## src/rtl/seq_mult16.sv

```systemverilog
// seq_mult16: 16x16 unsigned shift-and-add multiplier.
// One partial product is accumulated per clock through a single 16-bit ripple
// adder. Operands arrive and the product leaves over valid/ready handshakes.

// ripple_carry_adder: plain 16-bit ripple-carry adder, purely combinational.
module ripple_carry_adder (
  input  logic [15:0] x,
  input  logic [15:0] y,
  input  logic        cin,
  output logic [15:0] sum,
  output logic        cout
);

  // Full-adder chain, LSB first, with the carry rippling up bit by bit
  always_comb begin
    logic [16:0] c;
    c    = '0;
    sum  = '0;
    c[0] = cin;
    for (int i = 0; i < 16; i++) begin
      sum[i]   = x[i] ^ y[i] ^ c[i];
      c[i + 1] = (x[i] & y[i]) | (x[i] & c[i]) | (y[i] & c[i]);
    end
    cout = c[16];
  end

endmodule

module seq_mult16 (
  input  logic        clk,
  input  logic        rst_n,
  input  logic        in_valid,
  output logic        in_ready,
  input  logic [15:0] a,
  input  logic [15:0] b,
  output logic        out_valid,
  input  logic        out_ready,
  output logic [31:0] product,
  output logic        busy
);

  typedef enum logic [1:0] {
    IDLE = 2'd0,
    RUN  = 2'd1,
    DONE = 2'd2
  } state_t;

  state_t      state;
  state_t      state_next;
  logic [15:0] mcand;
  logic [15:0] acc_hi;
  logic [15:0] acc_lo;
  logic [4:0]  count;
  logic [15:0] addend;
  logic [15:0] sum;
  logic        cout;

  // The multiplier bit now sitting in acc_lo[0] selects whether mcand is added
  assign addend = acc_lo[0] ? mcand : 16'h0000;

  ripple_carry_adder u_adder (
    .x    (acc_hi),
    .y    (addend),
    .cin  (1'b0),
    .sum  (sum),
    .cout (cout)
  );

  // State register; reset always returns to IDLE and abandons any operation
  always_ff @(posedge clk) begin
    if (!rst_n) begin
      state <= IDLE;
    end else begin
      state <= state_next;
    end
  end

  // Next-state decode and state-only output decode
  always_comb begin
    state_next = state;
    in_ready   = 1'b0;
    out_valid  = 1'b0;
    busy       = 1'b0;
    case (state)
      IDLE: begin
        in_ready = rst_n;
        if (in_valid) begin
          state_next = RUN;
        end
      end
      RUN: begin
        busy = 1'b1;
        if (count == 5'd15) begin
          state_next = DONE;
        end
      end
      DONE: begin
        busy      = 1'b1;
        out_valid = 1'b1;
        if (out_ready) begin
          state_next = IDLE;
        end
      end
      default: begin
        state_next = IDLE;
      end
    endcase
  end

  // Datapath: load operands on accept, then shift {cout,sum,acc_lo} right once per iteration
  always_ff @(posedge clk) begin
    if (!rst_n) begin
      mcand  <= '0;
      acc_hi <= '0;
      acc_lo <= '0;
      count  <= '0;
    end else begin
      case (state)
        IDLE: begin
          if (in_valid) begin
            mcand  <= a;
            acc_lo <= b;
            acc_hi <= '0;
            count  <= '0;
          end
        end
        RUN: begin
          {acc_hi, acc_lo} <= {cout, sum, acc_lo[15:1]};
          count            <= count + 5'd1;
        end
        default: begin
        end
      endcase
    end
  end

  assign product = {acc_hi, acc_lo};

endmodule
```

## config.mk

```make
export PLATFORM = sky130hd
export DESIGN_NAME = seq_mult16
export DESIGN_NICKNAME = d
export VERILOG_FILES = /design/src/rtl/seq_mult16.sv
export SDC_FILE = /design/constraint.sdc
export NUM_CORES = 1
export LEC_CHECK = 0
export CAP_MARGIN = 25
export CORE_ASPECT_RATIO = 0.8
export CORE_UTILIZATION = 49
export DETAILED_ROUTE_END_ITERATION = 10
export PLACE_DENSITY = 0.8
export SLEW_MARGIN = 40
export SYNTH_ARGS = -nofsm -noshare
export SYNTH_HDL_FRONTEND = slang
export SYNTH_SLANG_ARGS = --single-unit
export TNS_END_PERCENT = 50
```

## constraint.sdc

```tcl
create_clock -name clk -period 7.66 [get_ports clk]
set_input_delay 1.149 -clock clk [delete_from_list [all_inputs] [get_ports clk]]
set_output_delay 1.149 -clock clk [all_outputs]
set_load 0.01 [all_outputs]
```

After elaboration in Yosys (flattened, before gate mapping)
Index checks and enable logic that the tools add are counted.

$add $sub $neg: 1. Multiplexer cells: 14. Reduce and logical (&&, ||, !) cells: 6. Bitwise logic cells: 107. Eq/ne operators: 6.

Operator list (count): 16-bit case mux with 2 select lines (2); 16-bit 2-to-1 mux (3); 1-bit AND (46); 1-bit XOR (31); 1-bit OR (30); 5-bit case mux with 2 select lines (1); 2-bit 2-to-1 mux (3); 2-bit != test, second input constant (3); 2-bit case mux with 3 select lines (1); 5-bit by 1-bit adder with 5-bit output, second input constant (1); 5-bit by 4-bit == test with 1-bit output, second input constant (1); 5-bit 2-to-1 mux (1); 2-bit AND reduction (2); 1-bit 2-to-1 mux (3); 3-bit AND reduction (1); 2-bit by 1-bit == test with 1-bit output, second input constant (1); 2-bit == test, second input constant (1); 2-bit logical NOT (1); 2-bit nonzero test (1); 2-bit OR reduction (1).

Output and inout port bits: 35. Input bits: 36. Bits in registers: 55.

Longest topological paths before layout
Depth in word-level cells: 48. Depth in mapped cells: 21. Gate-level depth less buffers: 21.

Hierarchy
From an unflattened synthesis, not the netlist that was laid out.

Cell total of the unflattened synthesis: 289. Area, all modules: 2798.9 µm².

Modules (own cells, without submodules): seq_mult16 (instances 1, cells each 263, area an instance 2441.1 µm², sequential area each 1101.1 µm²); ripple_carry_adder (instances 1, cells each 26, area an instance 357.8 µm², sequential area each 0.0 µm²).

Least setup slack after synthesis
OpenSTA, ideal clock, no wires.

Path kind: register to register. Start point: reg acc_lo[0]. End point: reg acc_hi[14]. Cell stages (with the launch flop): 22. Arrival: 6.322 ns. Setup slack: 1.210 ns. Library setup time: 0.128 ns. Clock period less this slack: 6.450 ns. Required time: 7.532 ns. Path through: dfxtp_1 and2_1 ha_1 fa_1 fa_1 inv_1 fa_1 fa_1 fa_1 fa_1 fa_1 fa_1 fa_1 fa_1 fa_1 fa_1 fa_1 fa_1 inv_1 fa_1 a32oi_1 nor2_1.

Longest elaborated chain between the ends: 46. Elaborated cells between the ends (all ways): 75.

Ends and longest elaborated chain: start: declaration (line 52) `logic [15:0] acc_lo;`; start signal: assignment (line 128) `{acc_hi, acc_lo} <= {cout, sum, acc_lo[15:1]};`; 16-bit 2-to-1 mux * (line 59) `assign addend = acc_lo[0] ? mcand : 16'h0000;`; 1-bit AND (2 in a row) (line 22) `c[i + 1] = (x[i] & y[i]) | (x[i] & c[i]) | (y[i] & c[i]);`; 1-bit OR (2 in a row) (line 22); 1-bit AND (line 22); 1-bit OR (2 in a row) (line 22); 1-bit AND (line 22); 1-bit OR (2 in a row) (line 22); 1-bit AND (line 22); [23 not listed]; 1-bit AND (line 22); 1-bit OR (2 in a row) (line 22); 1-bit AND (line 22); 1-bit OR (2 in a row) (line 22); 1-bit AND (line 22); 1-bit OR (2 in a row) (line 22); 1-bit XOR * (line 21) `sum[i] = x[i] ^ y[i] ^ c[i];`; 16-bit case mux with 2 select lines * (line 118) `case (state)`; end signal: assignment (line 128); end: declaration (line 51) `logic [15:0] acc_hi;`.

Every way passes the cells marked *; elsewhere a longest branch is shown, timed or not. A chain may end at the register's enable or synchronous reset.

Final worst setup path
Same ends and word-level chain as after synthesis.

==> metrics.log <==
[metrics] status: finished with violations
[metrics] failing checks: design-rule violations
[metrics] top cells by area, synth: dfxtp_1 (40%), fa_1 (11%), nand2_1 (6.5%)
[metrics] floorplan row count: 24
[metrics] worst min path class: register to register
[metrics] area share of xor/xnor cells in the synthesized design: 0%
[metrics] pwr dens: 168 mW/mm²
[metrics] FF-to-FF End: acc_hi[14]
[metrics] arrival time worst endpoint: 6.98 ns
[metrics] cell at the root of the clock tree: clkbuf_8
[metrics] Worst slew margin: 53.6%
[metrics] number of global-route vias before repair: 2101
[metrics] Boundary Pins: 71
[metrics] proportion of layout cells with a drive suffix above 1: 3.92%
[metrics] total nets after synthesis: 355
[metrics] final wirelength: 5.62 mm
[metrics] largest vdd supply drop: 0.113 mV
[metrics] leak pwr: 1.23 nW
[metrics] Adder-Cell Fraction of Synth Area: 13.6%
[metrics] crit start category: register
[metrics] detailed-route via count: 2243
[metrics] mean instance size in the synthesized netlist: 9.30 µm²
[metrics] share of synthesized area spent on multiplexers: 6.68%
[metrics] GRT Resource Usage Total: 20.5%
[metrics] Fin Setup TNS: 0 ns
[metrics] number of vias per cell: 5.16
[metrics] initial antenna violation count: 0
[metrics] required arrival time at the worst endpoint: 7.84 ns
[metrics] DRC errors left: 1
[metrics] fmax: 147 MHz
[metrics] worst setup path startpoint: acc_lo[0]
[metrics] Hold Fails Final Rpt: 0
[metrics] post-synth cell types: 35
[metrics] critical register-to-register path startpoint: acc_lo[0]
[metrics] clock buffer count from CTS: 5
[metrics] global-route wire length before repair: 9.79 mm
[metrics] clock input transition at the sequential cells of the worst setup and hold paths: 0.10 ns
[metrics] setup repair after global routing missed its margin: false
[metrics] top fanout value on the critical path: 18
[metrics] maximum capacitance violations: 0
[metrics] area taken by multi-input logic gates: 0.00144 mm²
[metrics] # setup viols final: 0
[metrics] area of the mapped netlist: 0.00277 mm²
[metrics] Iteration-0 DRC Markers: 122
[metrics] Final Cycle Share: 88.8%
[metrics] worst slack at placement: 0.902 ns
[metrics] PortBufs: 70
[metrics] pin slew with the least headroom to its limit: 0.676 ns
[metrics] number of antenna repair diodes: 0
[metrics] biggest area consumer among synthesized cells: dfxtp_1
[metrics] H-tree levels: 2
[metrics] TritonCTS clock tree: yes
[metrics] Post-Syn Instances: 298
[metrics] Synth Warn #: 0
[metrics] final weighted congestion in routability-driven placement: 0.841
[metrics] sequential fraction of the synthesis area: 39.7%
[metrics] worst setup path endpoint: acc_hi[14]
[metrics] Post-CTS Hold Fix Bufs: 0
[metrics] post-DP HPWL: 4.02 mm
[metrics] worst reg-to-reg path cell count: 22
[metrics] post-layout util: 65.1%
[metrics] total global routing overflow: 0
[metrics] insertion delay of the later-clocked pin in the worst-skew pair: 0.30 ns
[metrics] largest family of logic cells by synthesized area: simple AND/OR/NAND/NOR gates
[metrics] simple-gate area share of the yosys netlist: 16.0%
[metrics] setup bufs post-CTS: 0
[metrics] count of pins over their slew limit: 0
[metrics] TritonCTS sink count: 55
[metrics] area growth from synthesis to final layout: 27.6%
[metrics] Die Ht: 69.3 µm
[metrics] skew final: 0.00561 ns
[metrics] pin count of the biggest net entering global routing: 56
[metrics] total power draw: 595 µW
[metrics] final critical delay including setup and external delays: 6.80 ns
[metrics] Max Root-Sink Buffers: 2
[metrics] number of resized instances in the post-cts repair step: 0
[metrics] Worst R2R Setup Slack: 0.86 ns
[metrics] endpoint kind of the worst setup timing path: register
[metrics] effective utilization at floorplan: 51.0%
[metrics] fin worst setup slack: 0.859 ns
[metrics] share of Yosys cell area claimed by the top area cell type: 39.7%
[metrics] Storage cell area: 0.00110 mm²
[metrics] synthesized flop and latch total: 55
[metrics] core area: 0.00544 mm²
[metrics] Post-layout nets: 413
[metrics] wire per inst: 12.9 µm
[metrics] Final ANT Viol Nets: 0
[metrics] share of the synthesized area in compound gates (AO/OA/AOI/OAI): 15.7%
[metrics] Die Footprint: 0.00596 mm²
[metrics] Worst Path Class, Setup: register to register
[metrics] die width: 86.1 µm
[metrics] number of search-and-repair iterations in the first detailed-routing pass: 7
[metrics] Layout fillers: 447
## per-stage QoR
step / hold WS, ns / cell area [µm²] / std cells
CTS: 0.459 / 3540 / 435
global route: 0.477 / 3540 / 435
finish: 0.457 / 3540 / 435
detailed placement: 0.446 / 3440 / 427
floorplan: 0.432 / 2770 / 298
global placement: 0.444 / 3430 / 427
## flip-flops by register name (all words and copies together), names as in the netlist
signal and count:
mcand 16, acc_lo 16, count 5, state 2
acc_hi 16
## Yosys cell counts (all sizes together)
cell / n
nand4: 1
o311ai: 1
o31ai: 2
buf: 11
nand2b: 2
nand3: 2
a32oi: 6
a211oi: 16
nand4b: 1
a21oi: 20
nor2: 34
o32a: 12
dfxtp: 55
a2111o: 1
mux2i: 17
or3: 1
or3b: 1
nand3b: 1
mux2: 1
a31oi: 1
nor3: 1
fa: 15
clkbuf: 10
and2: 6
and3: 1
nand2: 48
ha: 6
nor2b: 3
inv: 22
## cell families (layout without fill, tap and decap cells)
kind of cell             Yosys count  in the layout
AND/OR/NAND/NOR                  102            102
multiplexers                      18             18
AO/OA/AOI/OAI                     59             59
flip-flops                        55             55
buffers and inverters             43            102
adder cells (fa/ha/maj)           21             21
## final cells by class
class | instances | share of cell area, %
Multi-Input combinational cell | 200 | 40.7
Clock inverter | 2 | 0.460
Sequential cell | 55 | 31.1
Inverter | 22 | 2.41
Tap cell | 78 | 2.76
Clock buffer | 6 | 2.34
Timing Repair Buffer | 72 | 20.2
## placed cells by master (no fill, tap or decap), drive strengths merged, types with 6 or more instances in the layout
cell | Yosys | routed
a21oi | 20 | 20
a211oi | 16 | 16
dfxtp | 55 | 55
mux2i | 17 | 17
o32a | 12 | 12
inv | 22 | 22
nor2 | 34 | 34
clkdlybuf4s50 | 0 | 70
a32oi | 6 | 6
clkbuf | 10 | 6
ha | 6 | 6
fa | 15 | 15
nand2 | 48 | 48
and2 | 6 | 6
## critical path: stages, from the launching register on
cell and delay [ns]:
dfxtp_1 0.32, buf_4 0.20, and2_1 0.15, ha_1 0.15, fa_1 0.18, fa_1 0.18, inv_1 0.05, fa_1 0.38
fa_1 0.41, fa_1 0.41, fa_1 0.39, fa_1 0.39, fa_1 0.39, fa_1 0.38, fa_1 0.39, fa_1 0.39
fa_1 0.40, fa_1 0.39, fa_1 0.36, inv_1 0.07, fa_1 0.40, a32oi_1 0.20, nor2_1 0.06
## metal layers
layer | up-vias | routed length (µm) | share of wire [%] | GRT usage (%)
li1 | 1127 | - | - | -
met1 | 1065 | 2780 | 49 | 30.7
met2 | 47 | 2560 | 46 | 31.0
met3 | 4 | 227 | 4.0 | 3.21
met4 | 0 | 51 | 0.91 | 5.37
met5 | - | 0 | 0 | 0
## worst min-delay path by stage
stage                          from         to  slack [ns]  cells after the start
after global placement    mcand[13]  mcand[13]        0.44                      2
after CTS                 mcand[15]  mcand[15]        0.46                      2
final                     mcand[15]  mcand[15]        0.46                      2
after detailed placement  mcand[15]  mcand[15]        0.45                      2
after floorplan            mcand[0]   mcand[0]        0.43                      2
after global routing      mcand[15]  mcand[15]        0.48                      2
## where the power goes
part           switching (mW)  internal, mW
clock                  0.0925        0.0739
combinational          0.0588        0.0578
sequential             0.0101         0.302
total                   0.161         0.433
Note: power is estimated with default switching activity, not from simulation.
